[src/rtl/digit_serial_adder_pkg.sv]
// Shared constants for the digit-serial adder: FSM encodings, digit width and counter sizing.
package digit_serial_adder_pkg;

  localparam logic [1:0] DSA_IDLE = 2'd0;
  localparam logic [1:0] DSA_RUN  = 2'd1;
  localparam logic [1:0] DSA_DONE = 2'd2;

  localparam int DSA_DIGIT_W = 2;

  function automatic int dsa_cnt_w(input int digits);
    return $clog2(digits) + 1;
  endfunction

endpackage

[src/rtl/adder_2_structure.sv]
// Two-bit ripple-carry adder slice, reused once per digit by the serial controller.
module adder_2_structure (
  input  logic [1:0] a,
  input  logic [1:0] b,
  input  logic       cin,
  output logic [1:0] sum,
  output logic       out
);

  logic c1;

  assign sum[0] = a[0] ^ b[0] ^ cin;
  assign c1     = (a[0] & b[0]) | (cin & (a[0] ^ b[0]));
  assign sum[1] = a[1] ^ b[1] ^ c1;
  assign out    = (a[1] & b[1]) | (c1 & (a[1] ^ b[1]));

endmodule

[src/rtl/digit_serial_adder.sv]
// Digit-serial WIDTH-bit adder feeding one 2-bit slice per clock, LSB digit first.
// Define DSA_SUB_EN to add a 'sub' input selecting a - b (cout=1 means no borrow).
//
// state    | meaning
// DSA_IDLE | waiting for start; operands captured on accepted start
// DSA_RUN  | one digit per cycle through the slice, DIGITS cycles
// DSA_DONE | one-cycle done pulse; sum/cout just committed
module digit_serial_adder
  import digit_serial_adder_pkg::*;
#(
  parameter int WIDTH = 8
) (
  input  logic             clk,
  input  logic             rst_n,
  input  logic             start,
  input  logic [WIDTH-1:0] a,
  input  logic [WIDTH-1:0] b,
  input  logic             cin,
`ifdef DSA_SUB_EN
  input  logic             sub,
`endif
  output logic             busy,
  output logic             done,
  output logic [WIDTH-1:0] sum,
  output logic             cout
);

  localparam int DIGITS = WIDTH / DSA_DIGIT_W;
  localparam int CNT_W  = dsa_cnt_w(DIGITS);

  logic [1:0]       state;
  logic [WIDTH-1:0] a_sh;
  logic [WIDTH-1:0] b_sh;
  logic [WIDTH-1:0] res_sh;
  logic             carry;
  logic [CNT_W-1:0] cnt;
  logic [1:0]       slice_b;
  logic [1:0]       slice_sum;
  logic             slice_out;
  logic             last_digit;
  logic             carry_init;
  logic [WIDTH+1:0] res_cat;
  logic [WIDTH-1:0] res_next;

`ifdef DSA_SUB_EN
  logic sub_q;

  // Subtraction is a + ~b + 1: invert each B digit and seed the carry with 1.
  assign slice_b    = b_sh[1:0] ^ {2{sub_q}};
  assign carry_init = sub ? 1'b1 : cin;

  always_ff @(posedge clk or negedge rst_n) begin
    if (!rst_n) begin
      sub_q <= 1'b0;
    end else if (state == DSA_IDLE && start) begin
      sub_q <= sub;
    end
  end
`else
  assign slice_b    = b_sh[1:0];
  assign carry_init = cin;
`endif

  adder_2_structure u_slice (
    .a   (a_sh[1:0]),
    .b   (slice_b),
    .cin (carry),
    .sum (slice_sum),
    .out (slice_out)
  );

  // Result digits enter at the MSB end so the first (LSB) digit ends up at bit 0.
  assign res_cat    = {slice_sum, res_sh};
  assign res_next   = res_cat[WIDTH+1:2];
  assign last_digit = (cnt == CNT_W'(DIGITS - 1));

  assign busy = (state == DSA_RUN);
  assign done = (state == DSA_DONE);

  always_ff @(posedge clk or negedge rst_n) begin
    if (!rst_n) begin
      state  <= DSA_IDLE;
      a_sh   <= '0;
      b_sh   <= '0;
      res_sh <= '0;
      carry  <= 1'b0;
      cnt    <= '0;
      sum    <= '0;
      cout   <= 1'b0;
    end else begin
      case (state)
        DSA_IDLE: begin
          if (start) begin
            a_sh  <= a;
            b_sh  <= b;
            carry <= carry_init;
            cnt   <= '0;
            state <= DSA_RUN;
          end
        end
        DSA_RUN: begin
          carry  <= slice_out;
          res_sh <= res_next;
          a_sh   <= a_sh >> DSA_DIGIT_W;
          b_sh   <= b_sh >> DSA_DIGIT_W;
          cnt    <= cnt + CNT_W'(1);
          if (last_digit) begin
            sum   <= res_next;
            cout  <= slice_out;
            state <= DSA_DONE;
          end
        end
        DSA_DONE: begin
          state <= DSA_IDLE;
        end
        default: begin
          state <= DSA_IDLE;
        end
      endcase
    end
  end

endmodule
[config.mk]
export PLATFORM = sky130hd
export DESIGN_NAME = digit_serial_adder
export DESIGN_NICKNAME = d
export VERILOG_FILES = /design/src/rtl/digit_serial_adder_pkg.sv /design/src/rtl/adder_2_structure.sv /design/src/rtl/digit_serial_adder.sv
export SDC_FILE = /design/constraint.sdc
export NUM_CORES = 1
export LEC_CHECK = 0
export ABC_AREA = 1
export BUFFER_PORTS_ARGS = -buffer_cell sky130_fd_sc_hd__buf_2
export CORE_ASPECT_RATIO = 0.5
export CORE_MARGIN = 10
export CORE_UTILIZATION = 43
export DETAILED_ROUTE_END_ITERATION = 10
export PLACE_DENSITY_LB_ADDON = 0.25
export SYNTH_ARGS = -nofsm -noshare
export SYNTH_HDL_FRONTEND = slang
export SYNTH_SLANG_ARGS = --single-unit
[constraint.sdc]
create_clock -name clk -period 1.55 [get_ports clk]
set_input_delay 0.0775 -clock clk [delete_from_list [all_inputs] [get_ports clk]]
set_output_delay 0.0775 -clock clk [all_outputs]
set_load 0.01 [all_outputs]
==> results of run 1 <==
## kinds of logic (layout without fill, tap and decap cells)
logic type | Yosys count | in the layout | share of synthesized area [%]
and+or+nand+nor | 101 | 101 | 26.1
buffers and inverters | 46 | 89 | 12.3
DFF | 37 | 37 | 51.3
AOI/OAI and AO/OA | 19 | 19 | 6.72
adders and majority gates | 4 | 4 | 3.60
## final cells by class
type                            instances  area [um^2]
Clock buffer                            7         86.3
Timing Repair Buffer                   43          255
Multi-Input combinational cell        124          661
Sequential cell                        37          926
Inverter                               38          148
Fill cell                             392         1790
Tap cell                               54         67.6
Clock inverter                          1         30.0
## repair_timing
action,in CTS,in global routing
gates resized for setup,3,0
endpoints found under the setup margin,2,3
pin swaps,2,1
hold buffers,3,0
hold endpoints to repair,18,0
buffers inserted,2,1
## critical path: stages, from the launching register on
cell and delay (ps):
dfrtp_1 360, inv_2 60, fa_2 390, fa_1 520
o21ai_1 70
## routing by layer
layer  GRT usage, %  up-vias  share of wire [%]
met5              0        -                  0
met4           5.25        0                1.6
met3           3.89        5                5.7
met2           15.2       29                 43
met1           13.7      614                 50
li1               -      711                  -
## flip-flops by register name (all words and copies together), names as in the netlist
register  cells
a_sh          8
b_sh          8
carry         1
cnt           3
cout          1
res_sh        6
state         2
sum           8
## synthesized netlist by cell type
cell	n	share of area, %
a21oi_1	1	0.28
a21oi_2	1	0.49
buf_12	1	1.1
buf_2	4	1.1
buf_6	3	1.9
dfrtp_1	37	51
fa_1	2	2.2
ha_1	2	1.4
inv_1	35	7.3
inv_2	1	0.21
inv_4	2	0.69
nand2_1	56	12
nand2_2	10	3.5
nand2_4	3	1.9
nand3_1	26	7.2
nand4_1	1	0.35
nor2_1	3	0.62
nor2_4	1	0.62
o21ai_0	11	3.0
o21ai_2	6	2.9
or2_2	1	0.35
## worst min-delay path by stage
stage / startpoint / slack (ps) / depth (start not counted) / to
floorplan: rst_n / -220 / 0 / a_sh[0]$_DFFE_PN0P_
global placement: rst_n / 30 / 1 / b_sh[4]$_DFFE_PN0P_
detailed placement: rst_n / 30 / 1 / b_sh[4]$_DFFE_PN0P_
CTS: a[6] / 7 / 3 / a_sh[6]$_DFFE_PN0P_
global route: b[7] / 20 / 3 / b_sh[7]$_DFFE_PN0P_
finish: a[6] / 9 / 3 / a_sh[6]$_DFFE_PN0P_
## stage by stage
stage                     cells  setup slack [ps]  utilization [%]
after global placement      290              17.2             50.5
after CTS                   303              11.0             54.6
after floorplan             207              14.9                -
final                       304              44.4             54.8
after global routing        304              1.73             54.8
after detailed placement    290             -28.8             50.5
## power groups by stage
| stage | registers (mW) | clock network, mW | logic [mW] |
|---|---|---|---|
| finish | 1.65 | 0.864 | 2.05 |
| global route | 1.70 | 0.934 | 2.37 |
| CTS | 1.65 | 0.893 | 2.08 |
| detailed placement | 1.67 | 0 | 2.00 |
| global placement | 1.65 | 0 | 1.96 |
| floorplan | 1.66 | 0 | 1.57 |
==> qor.csv, run 1 <==
stage,metric,value,unit
outcome,status,"complete, no violations",
final_layout,"most common cell after layout, fill and taps aside",nand2_1,
setup_path,worst r2r dst,res_sh[7]$_DFFE_PN0P_,
drt,vias per cell,4.47,
setup_path,CP Class,reg -> reg,
global_route,number of global-route vias before repair,1348,
die,starting density of the core,45.5,%
die,Die Height,65.8,um
setup_path,worst setup path start,carry$_DFFE_PN0P_,
die,row cnt,16,
synthesis,Post-Syn Nets,231,
final_layout,share of cells above drive strength 1,29.6,%
final_layout,"commonest cells after routing, fill and taps aside","nand2_1, dfrtp_1, inv_1, buf_2, nand3_1",
job,MaxCap Viol Count,0,
clock_network,Worst-path clk slew,70,ps
synthesis,Post-Syn Area,0.00181,mm^2
drt,drt first pass iters,4,
timing,hold_ws,9.09,ps
timing,count of final setup violators,0,
synthesis,post-synthesis sequential area ratio,51.3,%
timing,clock skew,6.17,ps
timing,Final min period,1510,ps
power_and_ir_drop,final total power,4.56,mW
setup_path,crit end category,flip-flop,
setup_path,r2r setup slk,40,ps
power_and_ir_drop,Logic pwr share,44.9,%
setup_path,CP endpoint,res_sh[7]$_DFFE_PN0P_,
global_route,antenna violations before repair,0,
clock_network,clk buf depth,2,
final_layout,post-route cell area,0.00217,mm^2
clock_network,clock latency on the worst-skew pair,290,ps
place,GP Congestion,0.745,
place,dpl hpwl,2.53,mm
synthesis,number of synthesized register bits,37,
power_and_ir_drop,pwr/cell area,2100,mW/mm^2
synthesis,Synth Instances,207,
setup_path,FF-to-FF Start,carry$_DFFE_PN0P_,
clock_network,CTS tree,done,
drt,DRC Markers,0,
power_and_ir_drop,worst ir drop on vdd,0.789,mV
power_and_ir_drop,static leakage,1.21,nW
timing,max_slew headroom,72.7,%
timing,worst slew pin tran,409,ps
final_layout,antenna cells,0,
hold_path,Tightest Hold Check Type,in -> reg,
timing,Final Cycle Share,97.1,%
power_and_ir_drop,Net Sw Frac,39.3,%
drt,WL per Instance,12.0,um
setup_path,cells on worst reg2reg path,4,
global_route,GRT Util Overall,10.6,%
place,Placed Area,0.00200,mm^2
timing,post-route setup TNS,0,ps
timing,Slew Limit Fails,0,
setup_path,Critical Path Start Type,flip-flop,
power_and_ir_drop,sequential power share,36.2,%
die,Die ar.,0.00735,mm^2
drt,vias,1359,
synthesis,synth warn,0,
power_and_ir_drop,clock network power share,18.9,%
die,# IOs,31,
clock_network,clk root buf,clkbuf_8,
global_route,first-pass GRT wire length,6.26,mm
setup_path,Crit Path Max Fanout,2,
setup_path,Worst Path Arrival,1690,ps
final_layout,P&R area growth vs syn,20.4,%
clock_network,depth of the CTS H-tree,2,
place,port bufs,30,
power_and_ir_drop,Internal,2.77,mW
timing,FMAX,664,MHz
synthesis,Avg Inst Size Synth,8.72,um^2
global_route,total gr overflow,0,
die,CORE AREA,0.00396,mm^2
die,die width,112,um
final_layout,Final #Nets,273,
power_and_ir_drop,Net Switching,1.79,mW
drt,routed wire length,3.66,mm
timing,RSZ-0062 raised after global routing,no,
global_route,largest net degree at the start of global routing,20,
clock_network,CTS Buf Count,5,
timing,final hold viol count,0,
synthesis,Netlist cell types,21,
drt,DRT iter0 DRCs,63,
setup_path,Worst Path Required,1730,ps
drt,Post-DRT Antenna Nets,0,
clock_network,TritonCTS sink count,37,
(Power assumes the default switching activity.)
==> inputs of run 2 (changes only) <==
CORE_ASPECT_RATIO = unset   (was 0.5)
clock period = 1.5 ns   (was 1.55 ns; I/O delays follow)
==> run 2 against run 1 <==
  * Core utilization down 0.36 points
  * The run now ends with negative hold slack, negative setup slack left
  * Fmax is 0.29% higher
  * Final area is 0.98% higher
  * Power increased by 4.7%
  * Hold slack worse by 9.8 ps
  * Sequential cell count did not move
  * Global-route usage is 0.41 points higher
  * Worst setup slack got worse by 46 ps
==> qor.csv, run 2 (synthesized netlist as in run 1, its figures left out) <==
stage,metric,value,unit,change
drt,routed wire length,3.59,mm,-2.1%
setup_path,Crit path max-delay family,adder cells,,
timing,count of final setup violators,1,,+1
die,row cnt,23,,+7
setup_path,FF-to-FF Start,a_sh[0]$_DFFE_PN0P_,,
timing,Slew Limit Fails,0,,unchanged
drt,drt first pass iters,4,,unchanged
die,starting density of the core,44.8,%,-0.74 points
final_layout,antenna cells,0,,unchanged
global_route,antenna violations before repair,0,,unchanged
timing,Final Cycle Share,100,%,+2.9 points
timing,hold_ws,-0.661,ps,-9.75 ps
global_route,total gr overflow,0,,unchanged
outcome,status,"finished, violations left",,
drt,vias,1388,,+2.1%
power_and_ir_drop,final total power,4.77,mW,+4.7%
die,Die ar.,0.00719,mm^2,-2.1%
setup_path,Worst Path Arrival,1680,ps,about the same
hold_path,hold endpoint,a_sh[6]$_DFFE_PN0P_,,
power_and_ir_drop,pwr/cell area,2180,mW/mm^2,+3.6%
final_layout,"most common cell after layout, fill and taps aside",nand2_1,,
setup_path,worst r2r dst,res_sh[7]$_DFFE_PN0P_,,
clock_network,CTS Buf Count,5,,unchanged
die,CORE AREA,0.00403,mm^2,+1.6%
final_layout,biggest regs,"a_sh (8), b_sh (8), sum (8)",,
final_layout,"commonest cells after routing, fill and taps aside","nand2_1, dfrtp_1, inv_1, buf_2, nand3_1",,
power_and_ir_drop,static leakage,1.22,nW,+0.73%
job,MaxCap Viol Count,0,,unchanged
drt,DRC Markers,0,,unchanged
setup_path,"Slowest-stage cell, CP",fa_1,,
place,port bufs,30,,unchanged
hold_path,hold wc startpoint,a[6],,
outcome,failing checks,"negative hold slack, negative setup slack",,
global_route,GRT Util Overall,11.0,%,+0.41 points
clock_network,clock latency on the worst-skew pair,290,ps,about the same
timing,Final min period,1500,ps,-4.33 ps
final_layout,P&R area growth vs syn,21.6,%,
global_route,largest net degree at the start of global routing,38,,+90%
clock_network,CTS tree,done,,
drt,vias per cell,4.61,,+3.2%
setup_path,Crit Path Max Fanout,2,,unchanged
final_layout,share of cells above drive strength 1,29.9,%,+0.28 points
setup_path,WP buf/inv,1,,unchanged
clock_network,clk buf depth,2,,unchanged
clock_network,Worst-path clk slew,70,ps,about the same
hold_path,Worst Hold Depth,3,,unchanged
power_and_ir_drop,worst ir drop on vdd,1.15,mV,+45%
clock_network,TritonCTS sink count,37,,unchanged
timing,clock skew,4.73,ps,-1.44 ps
timing,max_slew headroom,68.7,%,-4.0 points
setup_path,CP Class,reg -> reg,,
drt,WL per Instance,11.9,um,-1.1%
timing,FMAX,666,MHz,+0.29%
timing,final hold viol count,1,,+1
timing,RSZ-0062 raised after global routing,yes,,
setup_path,Critical Path Start Type,flip-flop,,
setup_path,Worst Path Required,1680,ps,-50 ps
global_route,number of global-route vias before repair,1465,,+8.7%
drt,Post-DRT Antenna Nets,0,,unchanged
timing,worst slew pin tran,469,ps,+60.5 ps
die,# IOs,31,,unchanged
place,GP Congestion,0.735,,-1.3%
setup_path,cells on worst reg2reg path,4,,unchanged
final_layout,Final #Nets,274,,+0.37%
setup_path,Worst path max stage delay,540,ps,+20 ps
die,Die Height,84.8,um,+29%
global_route,first-pass GRT wire length,6.54,mm,+4.5%
setup_path,r2r setup slk,-1,ps,-50 ps
place,pre-CTS setup slack,-56.8,ps,-28.1 ps
timing,setup ws final,-1.31,ps,-45.7 ps
die,die width,84.8,um,-24%
clock_network,depth of the CTS H-tree,2,,unchanged
setup_path,"Cell Chain, Critical Path",inv_2 > fa_2 > fa_1 > o21ai_1,,
place,dpl hpwl,2.49,mm,-1.4%
hold_path,Tightest Hold Check Type,in -> reg,,
setup_path,crit end category,flip-flop,,
drt,DRT iter0 DRCs,60,,-4.8%
clock_network,clk root buf,clkbuf_8,,
run 2: cell count changes in the layout (fill, tap and decap cells not counted):
| cell | previous run | this run |
|---|---|---|
| buf_12 | 0 | 1 |
| buf_4 | 10 | 9 |
| clkbuf_1 | 1 | 0 |
| clkinvlp_4 | 0 | 1 |
| dlygate4sd3_1 | 3 | 4 |
run 2: tightest hold or removal path, delay by kind of cell:
kind | cells | cell delay, ps
buffers and inverters | 1 | 70
AOI/OAI and AO/OA | 1 | 60
and+or+nand+nor | 1 | 40
run 2: metrics by stage:
step	setup TNS, ps	cell area (um^2)	cells	util, %
finish	-1.31	2190	301	54.5
global route	-143	2190	301	54.5
CTS	-4.06	2180	299	54.1
detailed placement	-82.0	2020	287	50.1
global placement	-25.2	2020	287	50.1
floorplan	0	1810	207	-
run 2: area by class of cell:
type	instances	area (um^2)
Fill cell	395	1830
Sequential cell	37	926
Multi-Input combinational cell	124	661
Timing Repair Buffer	44	278
Inverter	38	148
Clock buffer	6	82.6
Tap cell	50	62.6
Clock inverter	2	37.5
run 2: worst max path at each step:
stage | startpoint | end | cells after the start
6_report | a_sh[0]$_DFFE_PN0P_ | res_sh[7]$_DFFE_PN0P_ | 4
5_1_grt | b_sh[0]$_DFFE_PN0P_ | carry$_DFFE_PN0P_ | 6
2_1_floorplan | carry$_DFFE_PN0P_ | res_sh[7]$_DFFE_PN0P_ | 4
3_3_place_gp | carry$_DFFE_PN0P_ | res_sh[7]$_DFFE_PN0P_ | 4
4_1_cts | a_sh[0]$_DFFE_PN0P_ | res_sh[7]$_DFFE_PN0P_ | 4
3_5_place_dp | carry$_DFFE_PN0P_ | res_sh[7]$_DFFE_PN0P_ | 4
run 2: metal layers:
metal | up-vias | track usage (%) | wire, um
met4 | 0 | 4.49 | 49
met3 | 6 | 5.02 | 248
met5 | - | 0 | 0
met2 | 30 | 17.9 | 1560
met1 | 634 | 12.1 | 1730
li1 | 718 | - | -
run 2: where the power goes:
| group | internal, mW | switching [mW] |
|---|---|---|
| Sequential | 1.45 | 0.255 |
| Combinational | 0.912 | 1.26 |
| Clock | 0.540 | 0.357 |
| Total | 2.91 | 1.87 |
run 2: timing repair:
| item | in CTS | in global routing |
|---|---|---|
| cloned | 0 | 0 |
| hold buffers | 4 | 0 |
| pin swaps | 4 | 0 |
| resized for setup | 2 | 0 |
| hold endpoints to repair | 40 | 0 |
| buffers inserted | 0 | 2 |
| setup endpoints to repair | 2 | 3 |
==> inputs of run 3 (changes only) <==
ABC_AREA = unset   (was 1)
==> run 3 against run 2 <==
  * The run ends with negative setup slack left
  * Non-clock buffer count increased by 2
  * Register-to-register slack worse by 30 ps
  * Power shrank 5.9%
  * Sequential power is 4% higher
  * Count of clock-buffer cells in the layout fell by 1
  * Clock skew rose by 3.1 ps
  * Final area is 5.3% lower
  * Via count shrank 0.72%
==> qor.csv, run 3 <==
stage,metric,value,unit,change
outcome,status,"finished, violations left",,
outcome,failing checks,negative setup slack,,
clock_network,CTS Buf Count,5,,unchanged
synthesis,Netlist cell types,23,,+9.5%
setup_path,Worst path max stage delay,540,ps,about the same
timing,Slew Limit Fails,0,,unchanged
setup_path,Crit path depth,4,,unchanged
place,dpl hpwl,2.76,mm,+11%
power_and_ir_drop,worst ir drop on vdd,0.921,mV,-20%
setup_path,r2r setup slk,-30,ps,-30 ps
drt,DRT iter0 DRCs,97,,+62%
synthesis,Post-Syn Area,0.00169,mm^2,-6.4%
clock_network,depth of the CTS H-tree,2,,unchanged
final_layout,FF+latch area,926,um^2,unchanged
drt,routed wire length,3.89,mm,+8.5%
final_layout,Final #Nets,229,,-16%
final_layout,Fill cells,351,,-11%
die,Die Height,82.7,um,-2.5%
setup_path,"Cell Chain, Critical Path",inv_2 > fa_2 > fa_2 > o21ai_1,,
timing,final hold viol count,0,,-1
place,GP Congestion,0.749,,+2.0%
place,DP Cell Count,236,,-18%
die,die width,82.7,um,-2.5%
hold_path,Tightest Hold Check Type,in -> reg,,
synthesis,post-synthesis sequential area ratio,54.8,%,+3.5 points
hold_path,Worst Hold Depth,3,,unchanged
synthesis,Synth Instances,162,,-22%
final_layout,final cell count without fillers,254,,-16%
die,starting density of the core,45.5,%,+0.64 points
setup_path,Worst Path Arrival,1710,ps,+30 ps
timing,max_slew headroom,64.4,%,-4.3 points
global_route,antenna violations before repair,0,,unchanged
final_layout,post-route cell area,0.00208,mm^2,-5.3%
drt,WL per Instance,15.3,um,+29%
setup_path,Crit path max-delay family,adder cells,,
timing,setup ws final,-30.2,ps,-28.8 ps
timing,count of final setup violators,2,,+1
place,port bufs,30,,unchanged
final_layout,footprint of the multi-input gates,672,um^2,+1.7%
synthesis,"Top FF cell, synth",dfrtp_1,,
power_and_ir_drop,pwr/cell area,2160,mW/mm^2,-0.59%
setup_path,CP dominant cell by count,fa_2,,
timing,FMAX,654,MHz,-1.9%
timing,Final min period,1530,ps,+28.8 ps
setup_path,CP Class,reg -> reg,,
final_layout,biggest regs,"a_sh (8), b_sh (8), sum (8)",,
final_layout,"commonest cells after routing, fill and taps aside","dfrtp_1, buf_2, nand2_1, nor3_1, o21ai_0",,
setup_path,cells on worst reg2reg path,4,,unchanged
synthesis,Synth area leaders,"dfrtp_1, nor3_1, nand2_1",,
timing,worst slew pin tran,534,ps,+64.5 ps
setup_path,FF-to-FF Start,a_sh[0]$_DFFE_PN0P_,,
hold_path,hold endpoint,a_sh[7]$_DFFE_PN0P_,,
final_layout,P&R area growth vs syn,23.0,%,
drt,vias per cell,5.43,,+18%
setup_path,worst r2r dst,res_sh[7]$_DFFE_PN0P_,,
synthesis,area share of the largest cell type after synthesis,54.8,%,+3.5 points
die,CORE AREA,0.00372,mm^2,-7.8%
setup_path,"Slowest-stage cell, CP",fa_2,,
setup_path,Crit Path Max Fanout,2,,unchanged
synthesis,synth warn,0,,unchanged
drt,Post-DRT Antenna Nets,0,,unchanged
job,MaxCap Viol Count,0,,unchanged
final_layout,share of cells above drive strength 1,33.5,%,+3.6 points
drt,DRC Markers,0,,unchanged
global_route,total gr overflow,0,,unchanged
global_route,GRT Util Overall,11.8,%,+0.86 points
synthesis,Avg Inst Size Synth,10.4,um^2,+20%
power_and_ir_drop,final total power,4.49,mW,-5.9%
clock_network,clock latency on the worst-skew pair,290,ps,about the same
power_and_ir_drop,static leakage,1.00,nW,-18%
die,Die ar.,0.00684,mm^2,-4.9%
hold_path,hold wc startpoint,a[7],,
timing,Final Cycle Share,102,%,+1.9 points
synthesis,"top cells by count, synth","dfrtp_1, nand2_1, nor3_1",,
timing,RSZ-0062 raised after global routing,yes,,
global_route,number of global-route vias before repair,1327,,-9.4%
clock_network,clk root buf,clkbuf_8,,
timing,clock skew,7.80,ps,+3.07 ps
final_layout,"most common cell after layout, fill and taps aside",dfrtp_1,,
synthesis,number of synthesized register bits,37,,unchanged
clock_network,CTS tree,done,,
synthesis,async set-or-reset flop fraction in the synthesized netlist,100,%,unchanged
setup_path,Critical Path Start Type,flip-flop,,
global_route,largest net degree at the start of global routing,23,,-39%
place,pre-CTS setup slack,-27.2,ps,+29.6 ps
drt,vias,1378,,-0.72%
synthesis,Post-Syn Nets,186,,-19%
clock_network,TritonCTS sink count,37,,unchanged
place,Placed Area,0.00189,mm^2,-6.2%
synthesis,Post-synth EDFFs,0,,unchanged
final_layout,antenna cells,0,,unchanged
drt,drt first pass iters,4,,unchanged
die,# IOs,31,,unchanged
clock_network,Worst-path clk slew,70,ps,about the same
setup_path,WP buf/inv,1,,unchanged
setup_path,crit end category,flip-flop,,
setup_path,Worst Path Required,1680,ps,about the same
die,row cnt,22,,-4.3%
clock_network,clk buf depth,2,,unchanged
synthesis,"count leader, synth",dfrtp_1,,
timing,hold_ws,8.30,ps,+8.96 ps
synthesis,top cell type by total area after synthesis,dfrtp_1,,
global_route,first-pass GRT wire length,6.26,mm,-4.3%
run 3: cell count changes after synthesis, sizes merged, moves of 2 or more:
cell    change
nor3       +18
mux2        +6
inv        -28
nand2      -46
o22ai      +12
buf         +3
o32ai       +7
a21oi       -2
nand3      -26
nand2b      +2
nor2        +5
run 3: metal layers:
layer | part of all wire (%) | vias to the layer above | GRT usage, %
met5 | 0 | - | 0
met4 | 1.4 | 0 | 4.35
met3 | 9.7 | 8 | 4.75
met2 | 49 | 60 | 18.8
met1 | 40 | 659 | 14.1
li1 | - | 651 | -
run 3: layout make-up:
class | count | share of cell area [%]
sequential | 37 | 44.6
multi-input combinational | 105 | 32.3
clock inverter | 3 | 0.843
tap | 48 | 2.89
clock buffer | 5 | 3.31
timing repair buffer | 46 | 13.9
inverter | 10 | 2.17
run 3: power by group:
| group | total (mW) | switching (mW) | leakage, nW | internal [mW] |
|---|---|---|---|---|
| Sequential | 1.78 | 0.313 | 0.457 | 1.47 |
| Clock | 0.675 | 0.354 | 0.0439 | 0.320 |
| Combinational | 2.04 | 1.08 | 0.499 | 0.961 |
run 3: cell families (layout without fill, tap and decap cells):
| group | count (synthesis) | in the layout | synth area share (%) |
|---|---|---|---|
| and+or+nand+nor | 55 | 56 | 15.3 |
| AOI/OAI and AO/OA | 38 | 38 | 14.3 |
| DFF | 37 | 37 | 54.8 |
| buffers and inverters | 21 | 64 | 6.52 |
| muxes | 7 | 7 | 5.26 |
| adders and majority gates | 4 | 4 | 3.85 |
run 3: worst register-to-register path: stages (launching register included):
cell	delay, ps
dfrtp_1	370
inv_2	50
fa_2	390
fa_2	550
o21ai_1	70
run 3: metrics by stage:
stage / TNS, ps / util, %
finish: -57.5 / 55.9
global route: -143 / 55.9
CTS: -49.9 / 53.7
detailed placement: -48.6 / 51.0
global placement: 0 / 51.0
floorplan: 0 / -
run 3: worst max-delay path by stage:
stage | from | end | slack, ps
final | a_sh[0]$_DFFE_PN0P_ | res_sh[7]$_DFFE_PN0P_ | -30
after global routing | a_sh[0]$_DFFE_PN0P_ | sum[7]$_DFFE_PN0P_ | -60
after CTS | a_sh[0]$_DFFE_PN0P_ | carry$_DFFE_PN0P_ | -40
after detailed placement | a_sh[0]$_DFFE_PN0P_ | carry$_DFFE_PN0P_ | -30
after global placement | a_sh[0]$_DFFE_PN0P_ | carry$_DFFE_PN0P_ | 30
after floorplan | a_sh[0]$_DFFE_PN0P_ | carry$_DFFE_PN0P_ | 20
run 3: timing repair:
| action | 4_1_cts | 5_1_grt |
|---|---|---|
| gates cloned | 0 | 1 |
| setup buffers | 0 | 8 |
| resized for setup | 4 | 4 |
| endpoints found under the setup margin | 4 | 13 |
| endpoints found under the hold margin | 18 | 0 |
| pin swaps | 0 | 1 |
| hold buffers | 1 | 0 |
